$ cat src/rtl/uart_rx.sv
// UART receiver: 16x oversampled, 2-flop input sync, LSB-first frames.
// Ports: i_clk, i_reset (async, active-low), i_rx serial in; o_rx data, o_rx_done_tick / o_frame_err pulses, o_busy.
module uart_rx #(
    parameter int DATA_BITS = 8,
    parameter int SB_TICKS  = 16,
    parameter int BAUD_DIV  = 163
) (
    input  logic                 i_clk,
    input  logic                 i_reset,
    input  logic                 i_rx,
    output logic [DATA_BITS-1:0] o_rx,
    output logic                 o_rx_done_tick,
    output logic                 o_frame_err,
    output logic                 o_busy
);

    localparam int TW   = (BAUD_DIV > 1) ? $clog2(BAUD_DIV) : 1;
    localparam int SMAX = (SB_TICKS > 16) ? SB_TICKS : 16;
    localparam int SW   = $clog2(SMAX);
    localparam int NW   = (DATA_BITS > 1) ? $clog2(DATA_BITS) : 1;

    typedef enum logic [1:0] {IDLE, START, DATA, STOP} state_t;

    state_t                 state_q, state_d;
    logic [SW-1:0]          s_q, s_d;
    logic [NW-1:0]          n_q, n_d;
    logic [DATA_BITS-1:0]   sh_q, sh_d;
    logic [DATA_BITS-1:0]   rx_d;
    logic                   done_d, err_d;
    logic [TW-1:0]          tick_cnt;
    logic                   tick;
    logic                   rx_meta, rx_sync;

    // Synchronizer flops idle high so reset never looks like a start bit.
    always_ff @(posedge i_clk or negedge i_reset) begin
        if (!i_reset) begin
            rx_meta <= 1'b1;
            rx_sync <= 1'b1;
        end else begin
            rx_meta <= i_rx;
            rx_sync <= rx_meta;
        end
    end

    assign tick = (tick_cnt == TW'(BAUD_DIV - 1));

    always_ff @(posedge i_clk or negedge i_reset) begin
        if (!i_reset)  tick_cnt <= '0;
        else if (tick) tick_cnt <= '0;
        else           tick_cnt <= tick_cnt + TW'(1);
    end

    always_ff @(posedge i_clk or negedge i_reset) begin
        if (!i_reset) begin
            state_q        <= IDLE;
            s_q            <= '0;
            n_q            <= '0;
            sh_q           <= '0;
            o_rx           <= '0;
            o_rx_done_tick <= 1'b0;
            o_frame_err    <= 1'b0;
        end else begin
            state_q        <= state_d;
            s_q            <= s_d;
            n_q            <= n_d;
            sh_q           <= sh_d;
            o_rx           <= rx_d;
            o_rx_done_tick <= done_d;
            o_frame_err    <= err_d;
        end
    end

    // Pulses are registered so they coincide with the return to IDLE.
    always_comb begin
        state_d = state_q;
        s_d     = s_q;
        n_d     = n_q;
        sh_d    = sh_q;
        rx_d    = o_rx;
        done_d  = 1'b0;
        err_d   = 1'b0;
        unique case (state_q)
            IDLE: begin
                if (!rx_sync) begin
                    state_d = START;
                    s_d     = '0;
                end
            end
            START: begin
                if (tick) begin
                    if (s_q == SW'(7)) begin
                        s_d = '0;
                        if (!rx_sync) begin
                            state_d = DATA;
                            n_d     = '0;
                        end else begin
                            state_d = IDLE;
                        end
                    end else begin
                        s_d = s_q + SW'(1);
                    end
                end
            end
            DATA: begin
                if (tick) begin
                    if (s_q == SW'(15)) begin
                        s_d  = '0;
                        sh_d = {rx_sync, sh_q[DATA_BITS-1:1]};
                        if (n_q == NW'(DATA_BITS - 1)) state_d = STOP;
                        else                           n_d = n_q + NW'(1);
                    end else begin
                        s_d = s_q + SW'(1);
                    end
                end
            end
            STOP: begin
                if (tick) begin
                    if (s_q == SW'(SB_TICKS - 1)) begin
                        state_d = IDLE;
                        s_d     = '0;
                        if (rx_sync) begin
                            rx_d   = sh_q;
                            done_d = 1'b1;
                        end else begin
                            err_d = 1'b1;
                        end
                    end else begin
                        s_d = s_q + SW'(1);
                    end
                end
            end
            default: state_d = IDLE;
        endcase
    end

    assign o_busy = (state_q != IDLE);

endmodule

$ cat config.mk
export PLATFORM = sky130hd
export DESIGN_NAME = uart_rx
export DESIGN_NICKNAME = d
export VERILOG_FILES = /design/src/rtl/uart_rx.sv
export SDC_FILE = /design/constraint.sdc
export NUM_CORES = 1
export LEC_CHECK = 0
export CAP_MARGIN = 25
export CORE_UTILIZATION = 56
export CTS_BUF_LIST = sky130_fd_sc_hd__clkbuf_16
export CTS_CLUSTER_DIAMETER = 50
export DETAILED_ROUTE_END_ITERATION = 10
export GPL_TIMING_DRIVEN = 1
export PLACE_DENSITY = 0.79
export RECOVER_POWER = 50
export SETUP_SLACK_MARGIN = 0.2
export SLEW_MARGIN = 15
export SYNTH_ARGS = -nofsm -noshare
export SYNTH_HDL_FRONTEND = slang
export SYNTH_SLANG_ARGS = --single-unit
$ cat constraint.sdc
create_clock -name i_clk -period 2.4 [get_ports i_clk]
set_input_delay 0.72 -clock i_clk [delete_from_list [all_inputs] [get_ports i_clk]]
set_output_delay 0.72 -clock i_clk [all_outputs]
set_load 0.05 [all_outputs]
==> flow_metrics.py <==
metrics = {
    "finish": {
        "diodes": 0,
        "nets": 161,
        "fillerInstances": 191,
        "multi_input_area_um2": 674.4,
        "seqCellArea_um2": 929.6,
        "area_growth_syn_to_layout_pct": 23.91,
        "drive_gt1_share_pct": 26.62,
    },
    "timing": {
        "worst_slack_ps": 253.6,
        "period_share_pct": 89.43,
        "final.min_clock_period_ps": 2146,
        "slew_headroom_pct": 39.69,
        "final_max_slew_viol_count": 0,
        "tightest_slew_ps": 904.6,
        "fmax_mhz": 465.9,
        "setup_viol": 0,
        "hold_viol_final": 0,
        "fin_worst_skew_ps": 6.583,
        "tns_ps": 0,
        "grt_setup_unrepaired": "no",
    },
    "clock_tree": {
        "clockBufferDepth": 2,
        "h-tree-depth": 2,
        "clock_latency_ps": 280,
        "clk_pin_slew_ps": 60,
        "clock-root-buffer": "clkbuf_16",
        "cts_tree": "done",
        "cts_made_buffers": 5,
        "cts.sinks": 37,
    },
    "route": {
        "drc": 0,
        "num_vias": 1093,
        "wl_met3_um": 128,
        "drtIter0Drc": 19,
        "wirelength_um": 3018,
        "met2_length_um": 1501,
        "dr.pass1.iters": 4,
        "drt-wirelength-per-cell_um": 16.31,
        "wl_met1_um": 1324,
        "antenna_left": 0,
        "route.top_layer_used": "met4",
        "vias_per_cell": 5.908,
    },
    "placement": {
        "place.port_buffers": 13,
        "place_ws_ps": 208.9,
        "place_congestion": 0.9112,
        "dp_hpwl_um": 1962,
    },
    "yosys": {
        "synth_edf_count": 0,
        "synth-seq-area-share_pct": 56.86,
        "yosysTopAreaCell": "dfrtp_1",
        "synth_nets": 138,
        "avgSynthCellArea_um2": 12.56,
        "ys_ff_latch": 37,
        "ys_types": 32,
        "yosysMostFrequentCell": "dfrtp_1",
        "yosys-top-cells-area": "dfrtp_1 54%, mux2_2 12%, ha_1 3.8%",
        "ys_warn_count": 0,
        "synth_top_flop_cell": "dfrtp_1",
        "synth_common_cells": "35 x dfrtp_1, 17 x mux2_2, 10 x nand3_1",
        "mappedNetlistArea_um2": 1633,
        "synth_top_area_share_pct": 53.64,
        "synthCells": 130,
        "async_reset_ff_share_pct": 100.0,
    },
    "floorplan": {
        "start_util_pct": 59.21,
        "ios": 14,
        "fp-row-count": 19,
        "core_area_um2": 2758,
        "die_h_um": 56.00,
        "die_w_um": 56.00,
        "die_area_um2": 3135,
    },
    "setup_path": {
        "cp.buffers_inverters": 1,
        "cp_cell_sequence": "clkdlybuf4s50_1",
        "cp.required_ps": 1680,
        "cp_max_fo": 2,
        "worst_path_largest_cell_delay_ps": 800,
        "crit_family": "buffers and inverters",
        "cp-start-kind": "flop",
        "cp_slowest_cell": "clkdlybuf4s50_1",
        "path_class": "reg -> out",
        "cp.arrival_ps": 1430,
        "critPathCaptureType": "output pin",
    },
    "grt": {
        "grt_pass1_vias": 1119,
        "grt_pass1_wl_um": 5126,
        "grt_use_total_pct": 22.78,
        "antenna_found_initial": 0,
        "grt_overflow": 0,
        "grt_max_degree": 38,
    },
    "worst_hold_path": {
        "hold_class": "reg -> reg",
    },
    "power": {
        "power.leakage_nw": 1.007,
        "power.density_nw_per_um2": 675.3,
        "ir_worst_vdd_mv": 0.8024,
    },
    "run": {
        "maxCapViolCount": 0,
    },
    "run_status": {
        "status": "finished, final reports clean",
    },
}
cells by family (layout without fill, tap and decap cells):
| kind of cell | after synthesis | after routing | share of synthesized area, % |
|---|---|---|---|
| mux | 17 | 17 | 11.72 |
| flops | 37 | 37 | 56.86 |
| simple gates | 41 | 41 | 14.71 |
| compound gates | 17 | 17 | 7.586 |
| xor+xnor | 6 | 6 | 3.218 |
| fa+ha+maj | 5 | 5 | 3.831 |
| buf+inv | 7 | 31 | 2.069 |
where the power goes:
| group | internal, W | total [W] | switching, W |
|---|---|---|---|
| clock | 0.000484 | 0.000719 | 0.000236 |
| sequential | 0.000627 | 0.000629 | 0.00000198 |
| combinational | 0.00000388 | 0.0000176 | 0.0000137 |
final timing paths:
kind                            cells after the start  slack, ps                  start                     to
min in group asynchronous                           2       1100                i_reset     s_q[3]$_DFFE_PN0P_
worst max-delay path                                1        250    o_rx[1]$_DFFE_PN0P_                o_rx[1]
worst max register to register                      7        330  tick_cnt[0]$_DFF_PN0_    o_rx[1]$_DFFE_PN0P_
max in group asynchronous                           2        680                i_reset  tick_cnt[0]$_DFF_PN0_
worst min-delay path                                0        360      rx_meta$_DFF_PN1_      rx_sync$_DFF_PN1_
worst min register to register                      0        360      rx_meta$_DFF_PN1_      rx_sync$_DFF_PN1_
per-stage QoR:
step / power [W] / instances / cell area, µm² / utilization [%] / hold slack, ps
CTS: 0.001383 / 185 / 2022 / 73.32 / 355.2
global placement: 0.0006588 / 177 / 1854 / 67.24 / 346.3
detailed placement: 0.0006598 / 177 / 1854 / 67.24 / 347.5
global route: 0.001411 / 185 / 2023 / 73.37 / 363.3
floorplan: 0.0006421 / 130 / 1633 / - / 345.2
finish: 0.001366 / 185 / 2023 / 73.37 / 356.0
metal layers:
| metal | track usage [%] | up-vias |
|---|---|---|
| met2 | 32.31 | 24 |
| met5 | 0 | - |
| met1 | 28.82 | 544 |
| li1 | - | 519 |
| met3 | 8.605 | 6 |
| met4 | 15.68 | 0 |
flip-flops by register name, summed over array words and instances, names as in the netlist, named ones only:
register	flops
rx_sync	1
tick_cnt	8
o_rx	8
state_q	1
rx_meta	1
n_q	3
o_rx_done_tick	1
o_frame_err	1
s_q	4
sh_q	8
timing repair:
item / in CTS / in global routing
setup endpoints to repair: 16 / 17
hold buffers: 0 / 0
pin swaps: 0 / 2
hold endpoints to repair: 0 / 0
buffers inserted: 0 / 0
resized for setup: 1 / 2
cells in the final DEF (no fill, tap or decap), types with 3 or more instances in the layout:
| cell type | Yosys | layout |
|---|---|---|
| dfrtp_1 | 35 | 34 |
| mux2_2 | 17 | 17 |
| nand3_1 | 10 | 10 |
| nor2_1 | 9 | 9 |
| clkdlybuf4s50_1 | 0 | 9 |
| ha_1 | 5 | 5 |
| clkbuf_16 | 0 | 5 |
| buf_4 | 0 | 5 |
| and3_1 | 4 | 4 |
| xnor2_1 | 4 | 4 |
| inv_1 | 3 | 4 |
| a31oi_1 | 4 | 4 |
| nor3_1 | 3 | 3 |
| nand4_1 | 3 | 3 |
| o21ai_0 | 3 | 3 |
final cells by class:
| cell class | instances | share of cell area (%) |
|---|---|---|
| tap | 31 | 1.917 |
| sequential | 37 | 45.95 |
| timing repair buffer | 20 | 10.14 |
| clock buffer | 5 | 6.184 |
| multi-input combinational | 86 | 33.33 |
| clock inverter | 3 | 1.917 |
| inverter | 3 | 0.5566 |
Note: power is estimated with default switching activity, not from simulation.
